==> src/rtl/operand_forward_ctrl.sv <==
// Operand-forwarding and load-use hazard controller for a 5-stage in-order pipeline.
// Optional feature macro: FORWARD_WB_HOLD_EN adds the WB shadow stage and selector 3.
module operand_forward_ctrl (
    input  logic       clk,
    input  logic       reset,
    input  logic       idValid,
    input  logic [4:0] idRs1,
    input  logic [4:0] idRs2,
    input  logic [4:0] idRd,
    input  logic       idRegWrite,
    input  logic       idMemRead,
    input  logic       flush,
    output logic [1:0] forwardA,
    output logic [1:0] forwardB,
    output logic       stall
);

    localparam logic [1:0] SEL_RF     = 2'd0;
    localparam logic [1:0] SEL_EXMEM  = 2'd1;
    localparam logic [1:0] SEL_MEMWB  = 2'd2;
`ifdef FORWARD_WB_HOLD_EN
    localparam logic [1:0] SEL_WBHOLD = 2'd3;
`endif

    logic       r_ex_valid;
    logic [4:0] r_ex_rd;
    logic       r_ex_regwrite;
    logic       r_ex_memread;

    logic       r_mem_valid;
    logic [4:0] r_mem_rd;
    logic       r_mem_regwrite;

`ifdef FORWARD_WB_HOLD_EN
    logic       r_wb_valid;
    logic [4:0] r_wb_rd;
    logic       r_wb_regwrite;
    logic       w_wb_wr;
`endif

    logic       w_ex_wr;
    logic       w_mem_wr;
    logic       w_hazard;
    logic       w_load_ex;
    logic [1:0] w_sel_a;
    logic [1:0] w_sel_b;

    // Youngest producer wins; x0 is never a source of forwarded data.
`ifdef FORWARD_WB_HOLD_EN
    function automatic logic [1:0] f_fwd_sel(
        input logic [4:0] rs,
        input logic       ex_wr,
        input logic [4:0] ex_rd,
        input logic       mem_wr,
        input logic [4:0] mem_rd,
        input logic       wb_wr,
        input logic [4:0] wb_rd
    );
        logic [1:0] sel;
        sel = SEL_RF;
        if (rs == 5'd0)
            sel = SEL_RF;
        else if (ex_wr && (ex_rd == rs))
            sel = SEL_EXMEM;
        else if (mem_wr && (mem_rd == rs))
            sel = SEL_MEMWB;
        else if (wb_wr && (wb_rd == rs))
            sel = SEL_WBHOLD;
        return sel;
    endfunction
`else
    function automatic logic [1:0] f_fwd_sel(
        input logic [4:0] rs,
        input logic       ex_wr,
        input logic [4:0] ex_rd,
        input logic       mem_wr,
        input logic [4:0] mem_rd
    );
        logic [1:0] sel;
        sel = SEL_RF;
        if (rs == 5'd0)
            sel = SEL_RF;
        else if (ex_wr && (ex_rd == rs))
            sel = SEL_EXMEM;
        else if (mem_wr && (mem_rd == rs))
            sel = SEL_MEMWB;
        return sel;
    endfunction
`endif

    assign w_ex_wr  = r_ex_valid  & r_ex_regwrite  & (r_ex_rd  != 5'd0);
    assign w_mem_wr = r_mem_valid & r_mem_regwrite & (r_mem_rd != 5'd0);
`ifdef FORWARD_WB_HOLD_EN
    assign w_wb_wr  = r_wb_valid  & r_wb_regwrite  & (r_wb_rd  != 5'd0);
    assign w_sel_a  = f_fwd_sel(idRs1, w_ex_wr, r_ex_rd, w_mem_wr, r_mem_rd, w_wb_wr, r_wb_rd);
    assign w_sel_b  = f_fwd_sel(idRs2, w_ex_wr, r_ex_rd, w_mem_wr, r_mem_rd, w_wb_wr, r_wb_rd);
`else
    assign w_sel_a  = f_fwd_sel(idRs1, w_ex_wr, r_ex_rd, w_mem_wr, r_mem_rd);
    assign w_sel_b  = f_fwd_sel(idRs2, w_ex_wr, r_ex_rd, w_mem_wr, r_mem_rd);
`endif

    // A load in EX cannot supply its data until MEM, so its consumer waits one cycle.
    assign w_hazard = idValid & r_ex_valid & r_ex_memread & (r_ex_rd != 5'd0)
                    & ((r_ex_rd == idRs1) | (r_ex_rd == idRs2)) & ~flush;
    assign stall     = w_hazard & ~reset;
    assign w_load_ex = idValid & ~w_hazard & ~flush;

    // ID -> EX boundary plus shadow advance EX -> MEM -> WB
    always_ff @(posedge clk) begin
        if (reset) begin
            r_ex_valid     <= 1'b0;
            r_ex_rd        <= 5'd0;
            r_ex_regwrite  <= 1'b0;
            r_ex_memread   <= 1'b0;
            r_mem_valid    <= 1'b0;
            r_mem_rd       <= 5'd0;
            r_mem_regwrite <= 1'b0;
`ifdef FORWARD_WB_HOLD_EN
            r_wb_valid     <= 1'b0;
            r_wb_rd        <= 5'd0;
            r_wb_regwrite  <= 1'b0;
`endif
            forwardA       <= SEL_RF;
            forwardB       <= SEL_RF;
        end else begin
            r_ex_valid     <= w_load_ex;
            r_ex_rd        <= w_load_ex ? idRd : 5'd0;
            r_ex_regwrite  <= w_load_ex & idRegWrite;
            r_ex_memread   <= w_load_ex & idMemRead;
            r_mem_valid    <= r_ex_valid;
            r_mem_rd       <= r_ex_rd;
            r_mem_regwrite <= r_ex_regwrite;
`ifdef FORWARD_WB_HOLD_EN
            r_wb_valid     <= r_mem_valid;
            r_wb_rd        <= r_mem_rd;
            r_wb_regwrite  <= r_mem_regwrite;
`endif
            forwardA       <= w_load_ex ? w_sel_a : SEL_RF;
            forwardB       <= w_load_ex ? w_sel_b : SEL_RF;
        end
    end

endmodule

==> config.mk <==
export PLATFORM = sky130hd
export DESIGN_NAME = operand_forward_ctrl
export DESIGN_NICKNAME = d
export VERILOG_FILES = /design/src/rtl/operand_forward_ctrl.sv
export SDC_FILE = /design/constraint.sdc
export NUM_CORES = 1
export LEC_CHECK = 0
export ABC_AREA = 0
export BUFFER_PORTS_ARGS = -buffer_cell sky130_fd_sc_hd__buf_2
export CAP_MARGIN = 10
export CORE_MARGIN = 4
export CORE_UTILIZATION = 30
export CTS_CLUSTER_DIAMETER = 120
export CTS_CLUSTER_SIZE = 30
export DETAILED_ROUTE_END_ITERATION = 16
export SLEW_MARGIN = 0
export SYNTH_ARGS = -nofsm -noshare
export SYNTH_HDL_FRONTEND = slang
export SYNTH_SLANG_ARGS = --single-unit
==> constraint.sdc <==
create_clock -name clk -period 3.15 [get_ports clk]
set_input_delay 0.315 -clock clk [delete_from_list [all_inputs] [get_ports clk]]
set_output_delay 0.315 -clock clk [all_outputs]
set_load 0.005 [all_outputs]
==> qor.yml, run 1 <==
power:
  max-vdd-ir-drop_v: 0.000265
  netSwitchingFraction_pct: 23.3
  p_leak_nw: 0.466
  power_frac_comb_pct: 11.2
  power.density_nw_per_um2: 406
  seqPwrFrac_pct: 60.0
  switchingPower_uw: 96.9
  internal-power_uw: 318
  p_clk_share_pct: 28.8
timing:
  rsz0062_at_grt: "no"
  finalSetupTns_ps: 0
  postLayoutSetupSlackWorst_ps: 861
  setup_violations: 0
  fin_crit_ps: 2290
  timing.fmax_mhz: 437
  drv_slew: 0
  skew_ps: 1.01
  timing.slew.headroom_pct: 75.4
  min_period_over_period_pct: 72.7
  tightest_slew_ps: 369
  hold_viol: 0
place:
  pre_cts_slack_ps: 1170
  portBuffers: 25
  hpwlAfterDp_mm: 1.52
  gp_congestion: 0.893
  dpl_cell_area_um2: 996
grt:
  met2_usage_pct: 16.9
  grt_use_met3_pct: 2.13
  grt_max_degree: 14
  grt_use_met1_pct: 13.5
  antenna_found_initial: 0
  grt_use_total_pct: 10.7
  grt_pass1_vias: 651
  busiest_layer: "met2"
  grt_pass1_wl_mm: 2.89
  grt.overflow.total: 0
route:
  vias_per_cell: 4.76
  routedWlPerCell_um: 12.4
  drt_iter0_drc: 16
  ant_nets: 0
  dr.pass1.iters: 3
  drc_errors: 0
  wl_mm: 1.83
  vias: 699
layout:
  final_cell_area_um2: 1020
  diodes: 0
  syn2layout_area_growth_pct: 21.6
  final_util_pct: 39.8
  layout-drive-gt1-share_pct: 24.8
  fin_nets: 139
  nFillCells: 281
logic_synthesis:
  seq_area_frac_synth_pct: 45.2
  synthArstFlopShare_pct: 0
  synth_commonest_cells: "dfxtp_1, xnor2_1, nor2_1"
  yosys_register_bits: 19
  netlist_area_um2: 841
  synth_top_flop_cell: "dfxtp_1"
  yosys-top-cells-area: "dfxtp_1, xnor2_1, xor2_1"
  netlist.area_leader.share_pct: 45.2
  synthCells: 89
  synth-edff-count: 0
  yosysMostFrequentCell: "dfxtp_1"
  yosysWarnings: 0
  synth.distinct_cells: 21
  syn_avg_cell_area_um2: 9.45
  synth_nets: 110
  synth.largest_area_cell: "dfxtp_1"
cts:
  hold_buffers: 0
  post-cts-setup-buffer-count: 0
  cts.clk_slew.worst_paths_ps: 100
  clockBufferDepth: 2
  cts_inserted_buffers: 3
  cts_sinks: 19
  cts_resized: 0
  ctsRootBufferMaster: "clkbuf_4"
  worstSkewPairLatency_ps: 290
  cts_tree: "yes"
  htree_levels: 1
critical_path:
  required_ps: 2830
  cp-start-kind: "register"
  end_kind: "output port"
  cp-startpoint: "r_ex_rd[0]"
  worst-path-max-fanout: 13
  r2r-start: "r_ex_rd[0]"
  setup.worst_path.class: "reg -> out"
  arrival_ps: 1970
job:
  cap_violations: 0
floorplanning:
  start_util_pct: 32.7
  row_count: 18
  core-area_um2: 2570
  die-area_um2: 3710
  die_w_um: 60.9
  die_height_um: 60.9
  io_pins: 26
worst_hold_path:
  hp-start: "idRegWrite"
  hold_class: "in -> reg"
run_status:
  status: "finished clean"
[layer usage]
| metal | up-vias | wire length [µm] |
|---|---|---|
| met5 | - | 0 |
| met4 | 0 | 45 |
| met3 | 6 | 115 |
| met2 | 20 | 817 |
| met1 | 315 | 848 |
| li1 | 358 | - |
[cell usage in the layout, fill, tap and decap left out, types with 2 or more instances in the layout]
cell / count
nor3_1: 4
nor2_1: 10
and4_1: 2
nand3_1: 3
buf_2: 25
dfxtp_1: 19
nor2b_1: 7
and3b_1: 2
nor4_1: 3
nand2_1: 8
xnor2_1: 11
or4_1: 2
xor2_1: 9
clkbuf_4: 3
[path summary, 6_finish.rpt]
kind	endpoint	slack, ps	cells past startpoint
max reg2reg	forwardA[0]	1420	5
max	stall	860	6
min reg2reg	r_mem_regwrite	490	1
min	r_ex_regwrite	220	3
[flip-flops by register name, summed over array words and instances (netlist names)]
signal          cells
r_mem_regwrite      1
r_ex_valid          1
forwardB            2
r_ex_regwrite       1
forwardA            2
r_mem_valid         1
r_ex_rd             5
r_ex_memread        1
r_mem_rd            5
[worst max-delay path, cell delays in order, from the launching register on]
cell and delay (ps):
dfxtp_1 450, xnor2_1 140, nand3_1 90, nor3_1 240
o2111a_1 480, and2_1 180, buf_2 100
[metrics by stage]
step | total power [mW] | instances | hold WS, ps
after CTS | 0.421 | 147 | 217
after floorplan | 0.277 | 89 | 387
final | 0.415 | 147 | 224
after detailed placement | 0.302 | 143 | 478
after global placement | 0.300 | 143 | 476
after global routing | 0.432 | 147 | 214
[cell families (layout without fill, tap and decap cells)]
group	count (synthesis)	count (layout)	synth area share, %
simple gates	45	45	28.9
xor+xnor	20	20	20.8
flops	19	19	45.2
compound gates	3	3	3.27
buf+inv	2	30	1.79
[power by group through the flow]
stage	combinational, mW	sequential (mW)	clock, mW
2_1_floorplan	0.0237	0.253	0
3_3_place_gp	0.0448	0.255	0
3_5_place_dp	0.0466	0.255	0
4_1_cts	0.0468	0.249	0.124
5_1_grt	0.0516	0.250	0.131
6_report	0.0464	0.249	0.120
[final cells by class]
type,count,area [µm²],area share (%)
multi-input combinational,68,445,43.6
tap,30,37.5,3.67
clock buffer,4,26.3,2.57
sequential,19,380,37.2
timing repair buffer,26,133,13.0
(Power assumes the default switching activity.)
==> inputs of run 2 (changes only) <==
- clock period: 3.15 -> 2.05 ns (I/O delays scaled with it)
==> run 2 against run 1 <==
  * Clock power is 54% higher
  * Hold slack got worse by 110 ps
  * Count of clock-buffer cells in the layout down 1
  * Register-to-register slack got worse by 1000 ps
  * Critical path type unchanged
  * Final area increased by 1.7%
  * Die area is the same
  * Total power increased by 54%
  * Sequential power rose by 54%
  * Routed wire length is 5.0% lower
  * Final cell count increased by 1.4%
==> qor.yml, run 2 (synthesis gave the netlist of run 1 again) <==
cts:
  worstSkewPairLatency_ps: 290  # about the same
  cts_sinks: 19  # unchanged
  ctsRootBufferMaster: "clkbuf_4"
  clockBufferDepth: 2  # unchanged
  cts_inserted_buffers: 3  # unchanged
  htree_levels: 1  # unchanged
  cts.clk_slew.worst_paths_ps: 110  # about the same
  cts_tree: "yes"
  hold_buffers: 0  # unchanged
grt:
  grt_use_met3_pct: 2.55  # +0.43 points
  grt.overflow.total: 0  # unchanged
  grt_use_met1_pct: 13.2  # -0.26 points
  antenna_found_initial: 0  # unchanged
  met2_usage_pct: 17.9  # +0.92 points
  grt_use_total_pct: 11.0  # +0.26 points
  grt_max_degree: 12  # -2
  busiest_layer: "met2"
  grt_pass1_vias: 693  # +6.5%
  grt_pass1_wl_mm: 2.94  # +1.7%
route:
  vias: 673  # -3.7%
  routedWlPerCell_um: 11.7  # -6.3%
  dr.pass1.iters: 4  # +1
  wl_mm: 1.74  # -5.0%
  drt_iter0_drc: 8  # -8
  vias_per_cell: 4.52  # -5.0%
  ant_nets: 0  # unchanged
  drc_errors: 0  # unchanged
critical_path:
  worst_path_max_delay_cell: "dfxtp_1"
  arrival_ps: 1630  # -340 ps
  worstRegToRegCells: 7  # +2
  r2r-start: "r_ex_rd[0]"
  required_ps: 1850  # -980 ps
  r2r_slack_ps: 420  # -1000 ps
  cp-start-kind: "register"
  worst-path-max-fanout: 4  # -9
  end_kind: "output port"
  cpPeakStageDelay_ps: 420  # -60 ps
  setup.worst_path.class: "reg -> out"
  reg2reg_to: "forwardA[0]"
  critical_path.cell_chain: "xnor2_1 -> nand3_1 -> nor3_1 -> o2111a_2 -> and2_1 -> buf_2"
job:
  cap_violations: 0  # unchanged
power:
  p_leak_nw: 0.471  # +1.1%
  max-vdd-ir-drop_v: 0.000337  # +27%
  power.density_nw_per_um2: 614  # +51%
layout:
  largestRegisters: "r_ex_rd (5), r_mem_rd (5)"
  syn2layout_area_growth_pct: 23.7
  final_common_cell: "buf_2"
  layout-drive-gt1-share_pct: 27.7  # +2.9 points
  final_cell_area_um2: 1040  # +1.7%
  fin_nets: 141  # +1.4%
  final_util_pct: 40.5  # +0.68 points
  mostFrequentLayoutCells: "buf_2, dfxtp_1, xnor2_1, nor2_1, xor2_1"
  diodes: 0  # unchanged
floorplanning:
  row_count: 18  # unchanged
  die_w_um: 60.9  # unchanged
  die-area_um2: 3710  # unchanged
  die_height_um: 60.9  # unchanged
  start_util_pct: 32.7  # unchanged
  io_pins: 26  # unchanged
  core-area_um2: 2570  # unchanged
place:
  portBuffers: 25  # unchanged
  hpwlAfterDp_mm: 1.45  # -4.8%
  dpl_cell_area_um2: 1000  # +0.75%
  gp_congestion: 0.807  # -9.7%
timing:
  tightest_slew_ps: 489  # +120 ps
  setup_violations: 0  # unchanged
  skew_ps: 7.06  # +6.05 ps
  fin_crit_ps: 1830
  drv_slew: 0  # unchanged
  timing.slew.headroom_pct: 67.3  # -8.1 points
  whs_ps: 111  # -113 ps
  timing.fmax_mhz: 545
  min_period_over_period_pct: 89.5
  hold_viol: 0  # unchanged
  rsz0062_at_grt: "no"
  finalSetupTns_ps: 0  # unchanged
worst_hold_path:
  whs_endpoint: "r_ex_memread"
  hold_class: "in -> reg"
  hp-start: "idMemRead"
  hold_path_depth: 3  # unchanged
run_status:
  status: "finished clean"
## run 2: changes by cell type in the layout (fill, tap and decap cells not counted), sizes merged
cell	delta
clkbuf	-1
clkinv	+1
buf	+2
## run 2: report_power, final
| group | switching (mW) | internal [mW] |
|---|---|---|
| sequential | 0.00663 | 0.376 |
| clock | 0.112 | 0.0726 |
| combinational | 0.0331 | 0.0376 |
## run 2: area by class of cell
cell class,count,area [µm²]
well taps,30,37.5
clock buffers,3,22.5
clock inverters,1,5.00
repair buffers,28,148
fillers,269,1530
flip-flops and latches,19,380
multi-input cells,68,447
## run 2: critical path, delay by kind of cell (launching register included)
kind / cells / cell delay, ps
compound gates: 1 / 230
simple gates: 3 / 440
buf+inv: 1 / 110
xor+xnor: 1 / 140
flops: 1 / 420
## run 2: layer usage
metal	up-vias	routed length, µm
met5	-	0
met4	0	19
met3	2	140
met2	21	799
met1	287	777
li1	363	-
## run 2: worst max-delay path by stage
stage | depth (start not counted) | start | endpoint | slack, ps
CTS | 6 | r_ex_rd[0] | stall | 40
global placement | 6 | r_ex_rd[3] | stall | 310
detailed placement | 6 | r_ex_rd[0] | stall | 300
finish | 6 | r_ex_rd[0] | stall | 220
global route | 6 | r_ex_rd[0] | stall | 100
floorplan | 6 | r_ex_rd[0] | stall | 590
## run 2: per-stage QoR
stage | power [mW] | cells | worst slack, ps
6_report | 0.638 | 149 | 215
5_1_grt | 0.671 | 149 | 95.4
2_1_floorplan | 0.426 | 89 | 594
4_1_cts | 0.645 | 148 | 41.6
3_5_place_dp | 0.462 | 144 | 301
3_3_place_gp | 0.463 | 144 | 312
## run 2: repair_timing
item                                    4_1_cts  5_1_grt
gates resized for setup                       1        0
endpoints found under the setup margin        1        1
setup buffers                                 0        1
pin swaps                                     0        1
gates cloned                                  0        0
